$ cat src/rtl/cpu_pkg.sv
// cpu_pkg: opcodes, the bubble instruction and fetch FSM states shared by the fetch stage
package cpu_pkg;
  localparam logic [3:0] OP_BEQ  = 4'b0100;
  localparam logic [3:0] OP_BGT  = 4'b0101;
  localparam logic [3:0] OP_BLT  = 4'b0110;
  localparam logic [3:0] OP_B    = 4'b0111;
  localparam logic [3:0] OP_NOP  = 4'b1101;
  localparam logic [3:0] OP_HALT = 4'b1111;
  localparam logic [31:0] NOP_INSTR = {OP_NOP, 28'd0};
  typedef enum logic [1:0] {START, RUN, HALT} fetch_state_t;
endpackage

$ cat src/rtl/fetch_stage_if.sv
// fetch_stage_if: fetch stage <-> instruction RAM, hazard/control unit and decode
interface fetch_stage_if #(parameter int PC_W = 16, parameter int INSTR_W = 32);
  logic               stall;
  logic               flagN;
  logic               flagZ;
  logic               ni;
  logic [PC_W-1:0]    imem_addr;
  logic [INSTR_W-1:0] imem_rdata;
  logic [INSTR_W-1:0] if_id_instr;
  logic [PC_W-1:0]    if_id_pc;
  logic               if_id_valid;
  logic               halted;
  modport master (
    input  stall, flagN, flagZ, ni, imem_rdata,
    output imem_addr, if_id_instr, if_id_pc, if_id_valid, halted
  );
  modport slave (
    output stall, flagN, flagZ, ni, imem_rdata,
    input  imem_addr, if_id_instr, if_id_pc, if_id_valid, halted
  );
endinterface

$ cat src/rtl/branch_resolve.sv
// branch_resolve: decides beq/bgt/blt/b in ID and computes the word-offset target
module branch_resolve import cpu_pkg::*; #(
  parameter int PC_W  = 16,
  parameter int IMM_W = 12
) (
  input  logic [3:0]      opcode,
  input  logic            valid,
  input  logic            flagN,
  input  logic            flagZ,
  input  logic [PC_W-1:0] pc,
  input  logic [IMM_W-1:0] imm,
  output logic            taken,
  output logic [PC_W-1:0] target
);
  logic [PC_W+IMM_W-1:0] w_sext;
  assign w_sext = {{PC_W{imm[IMM_W-1]}}, imm};
  assign target = pc + w_sext[PC_W-1:0];
  assign taken  = valid && ((opcode == OP_B) ||
                            (opcode == OP_BEQ && flagZ) ||
                            (opcode == OP_BGT && !flagN && !flagZ) ||
                            (opcode == OP_BLT && flagN));
endmodule

$ cat src/rtl/fetch_stage.sv
// fetch_stage: PC, branch resolution in ID and the IF/ID register; freezes on halt.
// Define FETCH_PERF_EN to add saturating fetch/flush performance counters.
module fetch_stage import cpu_pkg::*; #(
  parameter int PC_W     = 16,
  parameter int INSTR_W  = 32,
  parameter int IMM_W    = 12,
  parameter int RESET_PC = 0
) (
  input logic           clk,
  input logic           rst_n,
  fetch_stage_if.master bus
`ifdef FETCH_PERF_EN
  ,
  output logic [31:0]   perf_fetch_cnt,
  output logic [31:0]   perf_flush_cnt
`endif
);
  localparam logic [INSTR_W-1:0] L_NOP = {OP_NOP, {(INSTR_W-4){1'b0}}};
  fetch_state_t    r_state;
  logic [PC_W-1:0] r_pc;
  logic [PC_W-1:0] w_target;
  logic            w_taken, w_run, w_halt_go, w_br, w_adv;
  branch_resolve #(.PC_W(PC_W), .IMM_W(IMM_W)) u_br (
    .opcode (bus.if_id_instr[INSTR_W-1 -: 4]),
    .valid  (bus.if_id_valid),
    .flagN  (bus.flagN),
    .flagZ  (bus.flagZ),
    .pc     (bus.if_id_pc),
    .imm    (bus.if_id_instr[IMM_W-1:0]),
    .taken  (w_taken),
    .target (w_target)
  );
  assign w_run     = r_state == RUN;
  assign w_halt_go = w_run && !bus.ni && bus.if_id_valid;
  assign w_br      = w_run && !w_halt_go && !bus.stall && w_taken;
  assign w_adv     = w_run && !w_halt_go && !bus.stall && !w_taken;
  // r_pc is the address of the word currently on imem_rdata
  assign bus.imem_addr = w_br ? w_target : w_adv ? r_pc + 1'b1 : r_pc;
  always_ff @(posedge clk or negedge rst_n)
    if (!rst_n) begin
      r_state         <= START;
      r_pc            <= PC_W'(RESET_PC);
      bus.if_id_instr <= L_NOP;
      bus.if_id_pc    <= '0;
      bus.if_id_valid <= 1'b0;
      bus.halted      <= 1'b0;
    end else if (r_state == START) begin
      r_state         <= RUN;
      bus.if_id_instr <= L_NOP;
      bus.if_id_valid <= 1'b0;
    end else if (w_halt_go) begin
      r_state         <= HALT;
      bus.halted      <= 1'b1;
    end else if (w_br) begin
      r_pc            <= w_target;
      bus.if_id_instr <= L_NOP;
      bus.if_id_valid <= 1'b0;
    end else if (w_adv) begin
      r_pc            <= r_pc + 1'b1;
      bus.if_id_instr <= bus.imem_rdata;
      bus.if_id_pc    <= r_pc;
      bus.if_id_valid <= 1'b1;
    end
`ifdef FETCH_PERF_EN
  always_ff @(posedge clk or negedge rst_n)
    if (!rst_n) begin
      perf_fetch_cnt <= '0;
      perf_flush_cnt <= '0;
    end else begin
      if (w_adv && !(&perf_fetch_cnt)) perf_fetch_cnt <= perf_fetch_cnt + 1'b1;
      if (w_br && !(&perf_flush_cnt)) perf_flush_cnt <= perf_flush_cnt + 1'b1;
    end
`endif
endmodule

$ cat src/flat_wrapper.sv
// flat-port wrapper written by rule: the top's interface ports become plain ports
module fetch_stage_flat import cpu_pkg::*;
#(
  parameter int PC_W     = 16,
  parameter int INSTR_W  = 32,
  parameter int IMM_W    = 12,
  parameter int RESET_PC = 0
)
  (clk, rst_n, bus_stall, bus_flagN, bus_flagZ, bus_ni, bus_imem_rdata, bus_imem_addr, bus_if_id_instr, bus_if_id_pc, bus_if_id_valid, bus_halted);
  fetch_stage_if #(.PC_W(PC_W), .INSTR_W(INSTR_W)) bus_i ();
  input logic clk;
  input logic rst_n;
  input wire logic [$bits(bus_i.stall)-1:0] bus_stall;
  input wire logic [$bits(bus_i.flagN)-1:0] bus_flagN;
  input wire logic [$bits(bus_i.flagZ)-1:0] bus_flagZ;
  input wire logic [$bits(bus_i.ni)-1:0] bus_ni;
  input wire logic [$bits(bus_i.imem_rdata)-1:0] bus_imem_rdata;
  output wire logic [$bits(bus_i.imem_addr)-1:0] bus_imem_addr;
  output wire logic [$bits(bus_i.if_id_instr)-1:0] bus_if_id_instr;
  output wire logic [$bits(bus_i.if_id_pc)-1:0] bus_if_id_pc;
  output wire logic [$bits(bus_i.if_id_valid)-1:0] bus_if_id_valid;
  output wire logic [$bits(bus_i.halted)-1:0] bus_halted;
  assign bus_i.stall = bus_stall;
  assign bus_i.flagN = bus_flagN;
  assign bus_i.flagZ = bus_flagZ;
  assign bus_i.ni = bus_ni;
  assign bus_i.imem_rdata = bus_imem_rdata;
  assign bus_imem_addr = bus_i.imem_addr;
  assign bus_if_id_instr = bus_i.if_id_instr;
  assign bus_if_id_pc = bus_i.if_id_pc;
  assign bus_if_id_valid = bus_i.if_id_valid;
  assign bus_halted = bus_i.halted;
  fetch_stage #(.PC_W(PC_W), .INSTR_W(INSTR_W), .IMM_W(IMM_W), .RESET_PC(RESET_PC)) u_core (.clk(clk), .rst_n(rst_n), .bus(bus_i));
endmodule
$ cat config.mk
export PLATFORM = sky130hd
export DESIGN_NAME = fetch_stage_flat
export DESIGN_NICKNAME = d
export VERILOG_FILES = /design/src/rtl/cpu_pkg.sv /design/src/rtl/fetch_stage_if.sv /design/src/rtl/branch_resolve.sv /design/src/rtl/fetch_stage.sv /design/src/flat_wrapper.sv
export SDC_FILE = /design/constraint.sdc
export NUM_CORES = 1
export LEC_CHECK = 0
export ABC_AREA = 1
export CAP_MARGIN = 20
export CORE_MARGIN = 3
export CORE_UTILIZATION = 50
export DETAILED_ROUTE_END_ITERATION = 7
export GPL_TIMING_DRIVEN = 1
export PLACE_DENSITY = 0.92
export SETUP_SLACK_MARGIN = 0.02
export SLEW_MARGIN = 20
export SYNTH_ARGS = -nofsm -noshare
export SYNTH_HDL_FRONTEND = slang
export SYNTH_HIERARCHICAL = 1
export SYNTH_SLANG_ARGS = --single-unit
$ cat constraint.sdc
create_clock -name clk -period 3.89 [get_ports clk]
set_input_delay 0.778 -clock clk [delete_from_list [all_inputs] [get_ports clk]]
set_output_delay 0.778 -clock clk [all_outputs]
set_load 0.05 [all_outputs]
# --- Word level (Yosys, flattened, before mapping) ---
# Index checks and enable logic that the tools add are counted.
totals:
  register_bits: 68
  in_bits: 38
  wordCells: 56
op_classes:
  add_sub_neg: 2
  eq_ne: 6
  n_mux: 12
  n_bitwise: 3
  reduce_logical: 27
ops:
  columns: ["operator", "count"]
  rows:
  - ["two-way mux 32 bit", 4]
  - ["two-way mux 16 bit", 2]
  - ["adder 16 x 1 -> 16 bit, second input constant", 1]
  - ["adder 16 bit", 1]
  - ["== test 4 x 3 -> 1 bit, second input constant", 4]
  - ["logical AND 1 bit", 11]
  - ["zero test 1 bit", 6]
  - ["AND reduction 2 bit", 3]
  - ["two-way mux 1 bit", 4]
  - ["two-way mux 2 bit", 2]
  - ["AND reduction 4 bit", 1]
  - ["logical OR 1 bit", 3]
  - ["NOT 1 bit", 3]
  - ["nonzero test 3 bit", 1]
  - ["== test 2 x 1 -> 1 bit, second input constant", 1]
  - ["zero test 2 bit", 1]
  - ["!= test 2 bit, second input constant", 1]
  - ["nonzero test 2 bit", 1]

# --- Depth between registers and ports, before layout ---
depth:
  word_depth: 12
  mapped_depth: 12

# --- Hierarchy ---
# The synthesis kept the hierarchy.
by_module_without_submodules:
  columns: ["module", "n_inst", "cells_each", "area_per_inst_um2"]
  rows:
  - ["fetch_stage", 1, 312, 2946.6]
  - ["branch_resolve", 1, 184, 968.4]

# --- Least setup slack after synthesis ---
# Ideal clock, no wire load.
synth_path:
  path_kind: "input -> output"
  start: "input bus_flagZ"
  end: "output bus_imem_addr[12]"
  arrival_time_ns: 2.652
  t_required_ns: 3.112
  path_slack_ns: 0.460
  path_stages: 8
  n_path_buf: 1
  path_cell_list: "inv_1 -> o21a_1 -> nor4_1 -> inv_1 -> nor2_4 -> inv_2 -> clkbuf_1 -> a21oi_1"
synth_between:
  elab_chain_len: 9
synth_rtl:
  columns: ["element", "line_no", "text"]
  rows:
  - ["start, declared", "flat_wrapper.sv:15", "input wire logic [$bits(bus_i.flagZ)-1:0] bus_flagZ;"]
  - ["logical AND 1 bit / zero test 1 bit (equally long branches)", "branch_resolve.sv:19, branch_resolve.sv:20", null]
  - ["logical OR 1 bit / logical AND 1 bit (equally long branches)", "branch_resolve.sv:18, branch_resolve.sv:20", null]
  - ["logical OR 1 bit (*)", "branch_resolve.sv:19", "(opcode == OP_BEQ && flagZ) ||"]
  - ["logical OR 1 bit (*)", "branch_resolve.sv:20", "(opcode == OP_BGT && !flagN && !flagZ) ||"]
  - ["logical AND 1 bit (*)", "branch_resolve.sv:18", "assign taken = valid && ((opcode == OP_B) ||"]
  - ["named net u_core.w_taken", "fetch_stage.sv:22", "logic w_taken, w_run, w_halt_go, w_br, w_adv;"]
  - ["zero test 1 bit", "fetch_stage.sv:36", "assign w_adv = w_run && !w_halt_go && !bus.stall && !w_taken;"]
  - ["logical AND 1 bit", "fetch_stage.sv:36", null]
  - ["two-way mux 16 bit", "fetch_stage.sv:38", "assign bus.imem_addr = w_br ? w_target : w_adv ? r_pc + 1'b1 : r_pc;"]
  - ["two-way mux 16 bit (*)", null, null]
  - ["end, declared", "flat_wrapper.sv:18", "output wire logic [$bits(bus_i.imem_addr)-1:0] bus_imem_addr;"]
# Mark *: on every way through the listed nets, which the timed path passes. The rest lies on a longest branch.

# --- Final worst setup path ---
layout_path:
  start: "input bus_flagZ"
  end: "output bus_imem_addr[8]"
# The elaborated chain is that of the path after synthesis.

==> out/metrics.yaml <==
synth_edf_count: 0
cp-start-kind: "input port"
drtIter0Drc: 227
cp.arrival_ps: 2910
root_buffer: "clkbuf_8"
cellPowerDensity_nw_per_um2: 987
drt_wl_total_um: 11000
vdd_drop_max_mv: 0.626
cts.path.max_buffers: 2
synth-async-reset-ratio: 1.00
globalplace.congestion: 0.901
syn_to_final_growth_pct: 36.7
finalHoldViolCount: 0
htree_num_levels: 3
dp_hpwl_um: 8420
hold_buffers: 0
worstPathMaxFanout: 21
drc: 0
start_util: 0.528
crit_required_ps: 3110
clkLatencyLatePin_ps: 340
post-route-min-period_ps: 3690
fin_area_um2: 5350
dp_slack_ps: 214
portBuffers: 103
cts.sinks: 68
antenna_cells: 0
placed_area_um2: 5140
synth_area_um2: 3920
synthFlopType: "dfrtp_1"
dr_total_vias: 3807
syn_inst: 496
run_status: "complete, no violations"
crit_type: "in2out"
die_w_um: 94.5
grt-ovfl-total: 0
syn-num-nets: 551
ant_nets: 0
cts_made_buffers: 9
syn_area_per_cell_um2: 7.89
ys_ff_latch: 68
vias_per_cell: 5.38
period_share: 0.948
cts_tree: "yes"
grt_pass1_vias: 3817
routedWlPerCell_um: 15.6
relSlewSlack: 0.338
antenna_found_initial: 0
tightest_slew_ps: 992
drv_slew: 0
grt_usage: 0.262
dr.pass1.iters: 5
grt_setup_unrepaired: "no"
clk_pin_slew_ps: 80
synth_cell_type_count: 34
post-cts-setup-buffers: 0
fin_ws_ps: 201
grt_max_degree: 42
pin_count: 104
final_cell_mix: "nand2_1, clkdlybuf4s50_1, dfrtp_1"
setup_tns_ps: 0
yosysWarnings: 6
maxCapViolCount: 0
power_uw: 5280
min_path_type: "reg2reg"
cts_resized: 0
grt_pass1_wl_um: 18200
finish.utilization: 0.722
core_area_um2: 7410
fmax_ghz: 0.271
final_common_cell: "nand2_1"
row_count: 31
die_area_um2: 8930
setup_viol: 0
nNetsFinal: 658
synth_seq_area_share: 0.436
final_layout_size_suffix_gt1_frac: 0.110
clock_skew_ps: 12.1
end_kind: "primary output"
die_h_um: 94.5
p_leak_uw: 0.00270
-- final timing paths --
kind | cells past startpoint | to | from | slack, ps
worst max-delay path | 10 | bus_imem_addr[8] | bus_flagZ | 200
worst min-delay path | 1 | u_core/bus.halted | u_core/bus.halted | 480
worst max register to register | 8 | u_core/bus.if_id_pc[12] | u_core/bus.if_id_instr[28] | 1690
worst min register to register | 1 | u_core/bus.halted | u_core/bus.halted | 480
max in group asynchronous | 2 | u_core/r_pc[12] | rst_n | 2640
min in group asynchronous | 1 | u_core/bus.if_id_instr[4] | rst_n | 580
-- synth_stat cells (2+ instances only) --
master | n | area share
a21oi_1 | 21 | 0.027
a22o_1 | 29 | 0.065
buf_2 | 10 | 0.013
clkbuf_1 | 2 | 0.0019
dfrtp_1 | 65 | 0.42
dfstp_2 | 3 | 0.020
ha_1 | 16 | 0.051
inv_1 | 60 | 0.058
inv_2 | 5 | 0.0048
nand2_1 | 152 | 0.15
nand2_2 | 8 | 0.013
nand3_1 | 24 | 0.031
nand3b_1 | 2 | 0.0038
nand4_1 | 2 | 0.0032
nor2_1 | 34 | 0.033
nor2_2 | 3 | 0.0048
nor2_4 | 2 | 0.0058
nor3_1 | 3 | 0.0038
nor3_2 | 3 | 0.0077
o211ai_1 | 5 | 0.0096
o21ai_0 | 7 | 0.0089
o21ai_1 | 16 | 0.020
o22a_1 | 3 | 0.0067
o31ai_1 | 2 | 0.0038
or2_1 | 2 | 0.0032
or2_2 | 2 | 0.0032
xnor2_1 | 2 | 0.0045
xor2_1 | 7 | 0.016
-- metrics by stage --
| step | hold slack, ps | instances |
|---|---|---|
| after detailed placement | 460 | 691 |
| after CTS | 485 | 707 |
| final | 483 | 707 |
| after global placement | 454 | 691 |
| after floorplan | 482 | 496 |
| after global routing | 523 | 707 |
-- registers in the layout, indices dropped and copies added (netlist names) --
name	count
u_core/r_pc	16
u_core/bus.if_id_valid	1
u_core/bus.halted	1
u_core/r_state	2
u_core/bus.if_id_pc	16
u_core/bus.if_id_instr	32
-- area by class of cell --
| type | instances | area, um2 |
|---|---|---|
| tap | 99 | 124 |
| sequential | 68 | 1710 |
| inverter | 65 | 244 |
| clock inverter | 6 | 71.3 |
| fill | 548 | 2060 |
| timing repair buffer | 108 | 1160 |
| multi-input combinational | 351 | 1910 |
| clock buffer | 10 | 138 |
-- logic make-up (layout without fill, tap and decap cells) --
family / after synthesis / after routing / synth area share
fa+ha+maj: 17 / 17 / 0.0562
xor+xnor: 9 / 9 / 0.0201
flops: 68 / 68 / 0.436
simple gates: 240 / 240 / 0.266
compound gates: 85 / 85 / 0.145
buf+inv: 77 / 189 / 0.0770
-- layer usage --
| metal | track usage | vias up | wire length (um) |
|---|---|---|---|
| li1 | - | 1827 | - |
| met5 | 0 | - | 0 |
| met1 | 0.322 | 1822 | 4680 |
| met4 | 0.0841 | 0 | 189 |
| met3 | 0.0749 | 15 | 776 |
| met2 | 0.446 | 143 | 5400 |
-- critical path, cell delays in order --
cell and delay (ps):
clkdlybuf4s50_1 480, inv_1 50, o21a_1 170, nor4_1 420
inv_1 140, nor2_4 200, inv_2 180, o211ai_1 160
nand2_1 130, buf_4 210
-- report_power, final --
part / leakage (uW) / switching (uW) / internal (uW) / total [uW]
registers: 0.000808 / 274 / 1010 / 1280
logic: 0.00179 / 2220 / 1190 / 3400
clock network: 0.0000991 / 283 / 318 / 601
Note: power is estimated with default switching activity, not from simulation.
